==> config.mk <==
export PLATFORM = sky130hd
export DESIGN_NAME = irq_ctl_flat
export DESIGN_NICKNAME = d
export VERILOG_FILES = /design/src/rtl/irq_ctl_pkg.sv /design/src/rtl/irq_ctl_if.sv /design/src/rtl/irq_ctl_prio_enc8.sv /design/src/rtl/irq_ctl.sv /design/src/flat_wrapper.sv
export SDC_FILE = /design/constraint.sdc
export NUM_CORES = 1
export LEC_CHECK = 0
export BUFFER_PORTS_ARGS = -buffer_cell sky130_fd_sc_hd__buf_2
export CAP_MARGIN = 10
export CORE_ASPECT_RATIO = 0.75
export CORE_MARGIN = 2
export CORE_UTILIZATION = 30
export DETAILED_ROUTE_END_ITERATION = 10
export GPL_TIMING_DRIVEN = 0
export SYNTH_ARGS = -nofsm -noshare
export SYNTH_HDL_FRONTEND = slang
export SYNTH_SLANG_ARGS = --single-unit
export TNS_END_PERCENT = 30
==> constraint.sdc <==
create_clock -name clk -period 2.4 [get_ports clk]
set_input_delay 0.24 -clock clk [delete_from_list [all_inputs] [get_ports clk]]
set_output_delay 0.24 -clock clk [all_outputs]
set_load 0.1 [all_outputs]
==> src/rtl/irq_ctl_pkg.sv <==
// rtl/irq_ctl_pkg.sv - shared constants and helpers for the irq_ctl block
//
// Purpose: register offsets of the 4-byte window, the "no request" vector
// value, and the helper that builds the VECTOR read value.
// Ports: none (package).

package irq_ctl_pkg;

  localparam logic [1:0] REG_PEND = 2'd0;
  localparam logic [1:0] REG_MASK = 2'd1;
  localparam logic [1:0] REG_EDGE = 2'd2;
  localparam logic [1:0] REG_VEC  = 2'd3;

  localparam logic [7:0] VEC_NONE = 8'h80;

  // Bit 7 flags "nothing requesting"; the encoder index sits in [2:0].
  function automatic logic [7:0] vec_value(input logic any, input logic [2:0] idx);
    return any ? {5'b0, idx} : VEC_NONE;
  endfunction

endpackage

==> src/rtl/irq_ctl_if.sv <==
// rtl/irq_ctl_if.sv - CPU register bus between the 65C02 core and irq_ctl
//
// Purpose: groups the core-side address/data/strobe signals and the
// registered read-data return path.
// Signals: AD (address), DI (write data), WE (write enable), RDY (cycle
// enable), DO (registered read data), hit (DO valid this cycle).
// Modports: master = CPU side, slave = controller side.

interface irq_ctl_if;

  logic [15:0] AD;
  logic [7:0]  DI;
  logic        WE;
  logic        RDY;
  logic [7:0]  DO;
  logic        hit;

  modport master (
    output AD, DI, WE, RDY,
    input  DO, hit
  );

  modport slave (
    input  AD, DI, WE, RDY,
    output DO, hit
  );

endinterface

==> src/rtl/irq_ctl_prio_enc8.sv <==
// rtl/irq_ctl_prio_enc8.sv - 8-to-3 lowest-index-first priority encoder
//
// Purpose: picks the lowest set bit of the request vector.
// Ports: i_req (8 request bits), o_idx (index of lowest set bit, 0 when
// none), o_any (at least one bit set).

module prio_enc8 (
  input  logic [7:0] i_req,
  output logic [2:0] o_idx,
  output logic       o_any
);

  // Scan from the top down so the last (lowest) hit overrides.
  always_comb begin
    o_idx = 3'd0;
    for (int i = 7; i >= 0; i--) begin
      if (i_req[i]) o_idx = 3'(i);
    end
    o_any = |i_req;
  end

endmodule

==> src/rtl/irq_ctl.sv <==
// rtl/irq_ctl.sv - 8-source interrupt controller with NMI latch for a 65C02
//
// Purpose: latches and masks eight level/rising-edge interrupt sources,
// presents a priority vector register, drives IRQ, and holds NMI until the
// CPU fetches the NMI vector. Decodes a 4-byte register window at BASE.
// Ports:
//   clk      - CPU clock, rising edge
//   RST      - synchronous active-high reset
//   bus      - CPU register bus (irq_ctl_if.slave): AD, DI, WE, RDY in;
//              DO, hit out (registered, valid the cycle after AD)
//   src      - interrupt sources, active-high
//   nmi_src  - NMI source, rising-edge sensitive
//   IRQ      - registered active-high interrupt request to the core
//   NMI      - registered active-high NMI, held until acknowledged

module irq_ctl
  import irq_ctl_pkg::*;
#(
  parameter logic [15:0] BASE    = 16'hFE00,
  parameter logic [15:0] NMI_VEC = 16'hFFFA
) (
  input  logic       clk,
  input  logic       RST,
  irq_ctl_if.slave   bus,
  input  logic [7:0] src,
  input  logic       nmi_src,
  output logic       IRQ,
  output logic       NMI
);

  logic [7:0] r_src_q;
  logic [7:0] r_mask;
  logic [7:0] r_edge;
  logic [7:0] r_epend;
  logic       r_nmi_q;
  logic       r_nmi_qq;
  logic       r_nmi;
  logic       r_irq;
  logic [7:0] r_do;
  logic       r_hit;

  logic       w_acc;
  logic       w_wr;
  logic       w_rd;
  logic [1:0] w_off;
  logic [7:0] w_active;
  logic [7:0] w_req;
  logic [2:0] w_idx;
  logic       w_any;
  logic       w_ack;
  logic [7:0] w_clr;
  logic [7:0] w_set;
  logic [7:0] w_epend_nxt;
  logic       w_nmi_rise;
  logic       w_nmi_ack;
  logic [7:0] w_rdata;

  // RDY gates every side effect: a stalled cycle neither writes nor acks.
  assign w_acc = bus.RDY && (bus.AD[15:2] == BASE[15:2]);
  assign w_off = bus.AD[1:0];
  assign w_wr  = w_acc && bus.WE;
  assign w_rd  = w_acc && !bus.WE;

  assign w_active = (r_edge & r_epend) | (~r_edge & r_src_q);
  assign w_req    = w_active & r_mask;

  prio_enc8 u_prio (
    .i_req (w_req),
    .o_idx (w_idx),
    .o_any (w_any)
  );

  // Only edge latches are cleared by an ack; level sources ignore it
  // because active[] for them comes from src_q, not epend.
  assign w_ack = w_rd && (w_off == REG_VEC) && w_any;

  always_comb begin
    w_clr = 8'h00;
    if (w_wr && (w_off == REG_PEND)) w_clr = w_clr | bus.DI;
    if (w_wr && (w_off == REG_EDGE)) w_clr = w_clr | ~bus.DI;
    if (w_ack)                       w_clr = w_clr | (8'h01 << w_idx);
  end

  // A new edge in the same cycle as a clear wins, so no event is lost.
  assign w_set       = src & ~r_src_q & r_edge;
  assign w_epend_nxt = (r_epend & ~w_clr) | w_set;

  // Two-stage NMI sampling gives NMI the same two-cycle latency as IRQ.
  // Both stages reset to 1 so a source held high through reset is not
  // mistaken for an edge.
  assign w_nmi_rise = r_nmi_q && !r_nmi_qq;
  assign w_nmi_ack  = bus.RDY && !bus.WE && (bus.AD == NMI_VEC);

  // Read data reflects state before this cycle's side effects, so a
  // VECTOR read returns the index it is clearing.
  always_comb begin
    w_rdata = 8'h00;
    unique case (w_off)
      REG_PEND: w_rdata = w_active;
      REG_MASK: w_rdata = r_mask;
      REG_EDGE: w_rdata = r_edge;
      REG_VEC:  w_rdata = vec_value(w_any, w_idx);
    endcase
  end

  always_ff @(posedge clk) begin
    if (RST) begin
      r_src_q  <= 8'h00;
      r_mask   <= 8'h00;
      r_edge   <= 8'h00;
      r_epend  <= 8'h00;
      r_nmi_q  <= 1'b1;
      r_nmi_qq <= 1'b1;
      r_nmi    <= 1'b0;
      r_irq    <= 1'b0;
      r_do     <= 8'h00;
      r_hit    <= 1'b0;
    end else begin
      r_src_q  <= src;
      r_nmi_q  <= nmi_src;
      r_nmi_qq <= r_nmi_q;
      r_epend  <= w_epend_nxt;
      if (w_wr && (w_off == REG_MASK)) r_mask <= bus.DI;
      if (w_wr && (w_off == REG_EDGE)) r_edge <= bus.DI;
      r_irq <= w_any;
      if (w_nmi_rise)     r_nmi <= 1'b1;
      else if (w_nmi_ack) r_nmi <= 1'b0;
      r_hit <= w_rd;
      if (w_rd) r_do <= w_rdata;
    end
  end

  assign bus.DO  = r_do;
  assign bus.hit = r_hit;
  assign IRQ     = r_irq;
  assign NMI     = r_nmi;

endmodule

==> src/flat_wrapper.sv <==
// flat-port wrapper written by rule: the top's interface ports become plain ports
module irq_ctl_flat import irq_ctl_pkg::*;
#(
  parameter logic [15:0] BASE    = 16'hFE00,
  parameter logic [15:0] NMI_VEC = 16'hFFFA
)
  (clk, RST, src, nmi_src, IRQ, NMI, bus_AD, bus_DI, bus_WE, bus_RDY, bus_DO, bus_hit);
  irq_ctl_if bus_i ();
  input  logic clk;
  input  logic RST;
  input  logic [7:0] src;
  input  logic nmi_src;
  output logic IRQ;
  output logic NMI;
  input wire logic [$bits(bus_i.AD)-1:0] bus_AD;
  input wire logic [$bits(bus_i.DI)-1:0] bus_DI;
  input wire logic [$bits(bus_i.WE)-1:0] bus_WE;
  input wire logic [$bits(bus_i.RDY)-1:0] bus_RDY;
  output wire logic [$bits(bus_i.DO)-1:0] bus_DO;
  output wire logic [$bits(bus_i.hit)-1:0] bus_hit;
  assign bus_i.AD = bus_AD;
  assign bus_i.DI = bus_DI;
  assign bus_i.WE = bus_WE;
  assign bus_i.RDY = bus_RDY;
  assign bus_DO = bus_i.DO;
  assign bus_hit = bus_i.hit;
  irq_ctl #(.BASE(BASE), .NMI_VEC(NMI_VEC)) u_core (.clk(clk), .RST(RST), .bus(bus_i), .src(src), .nmi_src(nmi_src), .IRQ(IRQ), .NMI(NMI));
endmodule
Word level (Yosys, flattened, before mapping)

Index checks and enable logic that the tools add are counted.

Flip-flop bits (word level): 45
Input bits: 37
Output and inout bits: 11

Eq/ne operators: 5
Shift-type cells: 1
Multiplexer cells: 15
Bitwise gates (word level): 14
Reduce and logical (&&, ||, !) cells: 16

Operator list:

| cell                   | count |
|---|---|
| $and A8 B8 Y8          | 6 |
| $mux W8                | 4 |
| $not A8 Y8             | 4 |
| $or A8 B8 Y8           | 4 |
| $pmux W8 S4            | 1 |
| $mux W3                | 8 |
| $eq A16 B16 Y1 const B | 1 |
| $eq A14 B14 Y1 const B | 1 |
| $logic_and A1 B1 Y1    | 11 |
| $reduce_or A8 Y1       | 1 |
| $shl A1 B3 Y8 const A  | 1 |
| $eq A2 B2 Y1 const B   | 2 |
| $eq A2 B1 Y1 const B   | 1 |
| $logic_not A1 Y1       | 2 |
| $logic_not A2 Y1       | 1 |
| $mux W1                | 2 |
| $reduce_bool A2 Y1     | 1 |

Depth between registers and ports, before layout

Word-level depth: 18
Gate-level depth with buffers: 7

Hierarchy

A second synthesis with hierarchy kept.

Cells, all modules: 278
Area total of the unflattened synthesis: 2391.0 µm²

Modules (own cells, without submodules):

| module    | times used | cells each | area an instance (µm²) | seq. area each (µm²) |
|---|---|---|---|---|
| irq_ctl   | 1          | 265        | 2309.7                 | 900.9 |
| prio_enc8 | 1          | 13         | 81.3                   | 0.0 |

Worst setup path after synthesis

Ideal clock, no wire load.

Kind: input -> register
Start point: in bus_AD[3]
End point: reg u_core.r_edge[7]
Library setup time: 0.128 ns
Arrival time: 2.058 ns
Setup slack: 0.214 ns
Cell stages on the path: 5
Cell sequence: or4_1 > nor4_1 > nand3_2 > mux2i_1 > nor2_1

Word-level cells in the longest chain between the ends: 4

Ends and longest elaborated chain:

| element              | line               | text |
|---|---|---|
| start, declared      | flat_wrapper.sv:15 | `input wire logic [$bits(bus_i.AD)-1:0] bus_AD;` |
| $eq A14 B14 Y1       | irq_ctl.sv:59      | `assign w_acc = bus.RDY && (bus.AD[15:2] == BASE[15:2]);` |
| $logic_and A1 B1 Y1  | irq_ctl.sv:59      |  |
| $logic_and A1 B1 Y1  | irq_ctl.sv:61      | `assign w_wr = w_acc && bus.WE;` |
| $logic_and A1 B1 Y1  | irq_ctl.sv:124     | `if (w_wr && (w_off == REG_EDGE)) r_edge <= bus.DI;` |
| end signal, assigned | irq_ctl.sv:124     |  |
| end, declared        | irq_ctl.sv:33      | `logic [7:0] r_edge;` |

Every way passes these cells.
A chain may end at the register's enable or synchronous reset.

Final worst setup path

Start point: reg u_core.r_edge[1]
End point: reg u_core.r_do[7], in the netlist u_core.bus.DO[7]

Word-level cells in the longest chain between the ends: 7

Ends and longest elaborated chain:

| element              | line                    | text |
|---|---|---|
| $not A8 Y8           | irq_ctl.sv:64           | `assign w_active = (r_edge & r_epend) \| (~r_edge & r_src_q);` |
| $and A8 B8 Y8        | irq_ctl.sv:64           |  |
| $or A8 B8 Y8 (*)     | irq_ctl.sv:64           |  |
| $and A8 B8 Y8 (*)    | irq_ctl.sv:65           | `assign w_req = w_active & r_mask;` |
| $reduce_or A8 Y1 (*) | irq_ctl_prio_enc8.sv:19 | `o_any = \|i_req;` |
| $mux W8 (*)          | irq_ctl_pkg.sv:18       | `return any ? {5'b0, idx} : VEC_NONE;` |
| $pmux W8 S4 (*)      | irq_ctl.sv:98           | `unique case (w_off)` |
| end signal, assigned | irq_ctl.sv:129          | `if (w_rd) r_do <= w_rdata;` |
| end, declared        | irq_ctl.sv:39           | `logic [7:0] r_do;` |

Every way passes the cells marked *; elsewhere a longest branch is shown, timed or not.

==> results.toml <==
[run_status]
status = "finished clean"

[placement]
detailedPlacementHpwl_um = 4823
portBuffers = 46
gp_congestion = 0.8430
dpl_cell_area_sq_mm = 0.002648
dp_slack_ps = -455.1

[route]
viasPerCell = 5.041
drc = 0
finalWirelength_um = 6531
vias = 2087
dr.pass1.iters = 4
drtIter0Drc = 124
post_drt_wl_per_cell_um = 15.78
final_antenna_net_count = 0

[timing]
clock.fmax_mhz = 432.5
slew_viol_final = 0
slew_headroom_pct = 47.29
worstMarginPinSlew_ps = 783.4
finalCriticalPeriod_ps = 2312
fin_crit_sh_pct = 96.33
hold_viol_final = 0
setup_slack_ps = 88.05
skew_ps = 9.590
setup_viol_count_final = 0
rsz0062_at_grt = "false"

[synth]
synth_fp_nets = 297
syn_area_sq_mm = 0.002291
synthFlopType = "dfxtp_1"
synth_cells = 260
synthTopCellsByArea = "dfxtp_1, mux2i_1, nor2_1"
async_flop_share_pct = 0
ys_warn_count = 0
seq_area_frac_synth_pct = 39.32
yosysUniqueCellTypes = 47
synth_edf_count = 0
synth_top_area_cell = "dfxtp_1"
avgSynthCellArea_sq_um = 8.811
synth.top_cell.area_share_pct = 39.32
ys_seq_elements = 45

[final_layout]
layout-drive-gt1-share_pct = 22.36
finalNetCount = 350
insertedDiodeCount = 0
syn2layout_area_growth_pct = 19.61
fin_area_sq_mm = 0.002740
fillers = 798
seq_area_sq_um = 900.9
post-route-util_pct = 37.21
multi_input_area_sq_mm = 0.001325

[floorplan]
die_h_um = 79.68
rows = 27
die_w_um = 104.9
die-area_sq_mm = 0.008359
pin_count = 48
initial_utilization_pct = 31.11
coreArea_sq_mm = 0.007365

[power_and_ir_drop]
p_seq_share_pct = 55.3
powerDensity_mw_per_mm2 = 502.1
clkPwrFrac_pct = 34.7
swShare_pct = 24.48
ir_drop_uv = 218.9
netSwitchingPower_uw = 336.9
combPwrFrac_pct = 10.0
power.total_mw = 1.376
leakage_nw = 1.089
power.internal_mw = 1.039

[clock_tree]
hold_buffers = 0
cts.path.max_buffers = 2
cts_buffers = 5
clock-root-buffer = "clkbuf_8"
worstSkewPairLatency_ps = 300
cts.sinks = 45
cts_tree = "done"
h-tree-depth = 2
cts.clk_slew.worst_paths_ps = 80

[grt]
antenna_found_initial = 0
grt_max_degree = 13
grt_pass1_vias = 1966
grtUsageTotal_pct = 15.68
overflow = 0
grt_first_pass_wirelength_um = 10120

[worst_setup_path]
cp-start-kind = "flop"
crit_fanout = 5
critPathMaxStageDelay_ps = 700
cp.arrival_ps = 2540
cp.required_ps = 2630
worstSetupPathType = "reg2reg"
worstPathCellList = "mux2_2 -> a22o_1 -> nor4_1 -> o2111ai_1 -> a21oi_1"
cpMaxStageDelayCell = "nor4_1"
reg2reg_setup_slack_ps = 90
cp-end-kind = "flop"

[flow_run]
maxCapViolCount = 0

[hold_path]
min_path_type = "in2reg"
sequential cells by signal, summed over array words and instances (netlist names):
| signal | count |
|---|---|
| u_core.r_nmi_qq | 1 |
| u_core.IRQ | 1 |
| u_core.r_epend | 8 |
| u_core.NMI | 1 |
| u_core.r_mask | 8 |
| u_core.bus.DO | 8 |
| u_core.r_edge | 8 |
| u_core.r_nmi_q | 1 |
| u_core.bus.hit | 1 |
| u_core.r_src_q | 8 |
logic make-up (layout without fill, tap and decap cells):
family,count (synthesis),in the layout,synth area share [%]
flops,45,45,39.32
buf+inv,19,72,3.113
mux,25,25,11.20
compound gates,57,57,16.88
xor+xnor,8,8,3.059
simple gates,106,106,26.43
timing repair:
action | in CTS | in global routing
gates resized for setup | 1 | 0
buffers inserted | 0 | 0
endpoints found under the setup margin | 16 | 0
critical path, delay by kind of cell, from the launching register on:
family	cells	cell delay, ps
AOI/OAI and AO/OA	3	750
and+or+nand+nor	1	700
muxes	1	400
DFF	1	390
layer usage:
metal	up-vias	part of all wire, %	GRT usage, %
li1	1062	-	-
met1	964	51	21.96
met2	54	42	24.87
met3	7	5.8	3.184
met4	0	0.83	3.600
met5	-	0	0
power by group through the flow:
stage               logic [mW]  registers [mW]  clock network (mW)
finish                   0.138           0.761               0.477
global route             0.148           0.762               0.516
CTS                      0.138           0.761               0.485
detailed placement       0.136           0.778                   0
global placement         0.135           0.778                   0
floorplan               0.0675           0.783                   0
worst paths after layout:
check,start,to,depth (start not counted)
setup / recovery,u_core.r_edge[1],u_core.bus.DO[7],5
hold / removal,nmi_src,u_core.r_nmi_q,2
setup reg to reg,u_core.r_edge[1],u_core.bus.DO[7],5
hold reg to reg,u_core.bus.DO[7],u_core.bus.DO[7],2
layout by cell type (no fill, tap or decap), types with 2 or more instances in the layout:
cell / count
o2bb2ai_1: 5
dfxtp_1: 45
nand4_1: 4
nor2b_1: 14
xor2_1: 2
nand3_2: 2
or2_2: 3
xnor2_1: 6
nand3_1: 3
a31oi_1: 4
clkbuf_8: 6
o21ai_0: 13
nand2_1: 14
a221oi_1: 2
nor4_2: 2
clkbuf_1: 10
inv_1: 9
mux2i_1: 20
nand3b_1: 3
mux2_2: 5
o32ai_1: 2
nand4b_1: 2
a21oi_1: 11
buf_2: 46
nor2_1: 31
o211ai_1: 4
o31a_1: 2
nor4_1: 3
or3b_2: 5
a211oi_1: 6
or4bb_1: 2
nor3_1: 8
and3b_1: 3
synthesized netlist by cell type, drive strengths merged, types with 2 or more instances:
cell type	n
a211oi	6
a21oi	11
a221oi	2
a31oi	4
and3b	3
clkbuf	9
dfxtp	45
inv	9
mux2	5
mux2i	20
nand2	14
nand3	5
nand3b	3
nand4	4
nand4b	2
nor2	31
nor2b	14
nor3	8
nor4	5
o211ai	4
o21ai	13
o2bb2ai	5
o31a	2
o32ai	2
or2	3
or3b	5
or4	2
or4bb	2
xnor2	6
xor2	2
cell type report:
class                           instances  area share [%]
Timing Repair Buffer                   46           8.402
Tap cell                              101           4.612
Buffer                                 10           1.370
Multi-Input combinational cell        196           48.36
Sequential cell                        45           32.88
Inverter                                9           1.233
Clock buffer                            7           3.151
metrics by stage:
| stage | hold slack [ps] | instances | setup TNS [ps] |
|---|---|---|---|
| finish | 135.2 | 414 | 0 |
| global route | 126.2 | 414 | 0 |
| CTS | 138.0 | 414 | 0 |
| detailed placement | 441.4 | 407 | -6697 |
| global placement | 424.2 | 407 | -6418 |
| floorplan | 319.4 | 260 | 0 |
Power figures use the tool's default switching activity.
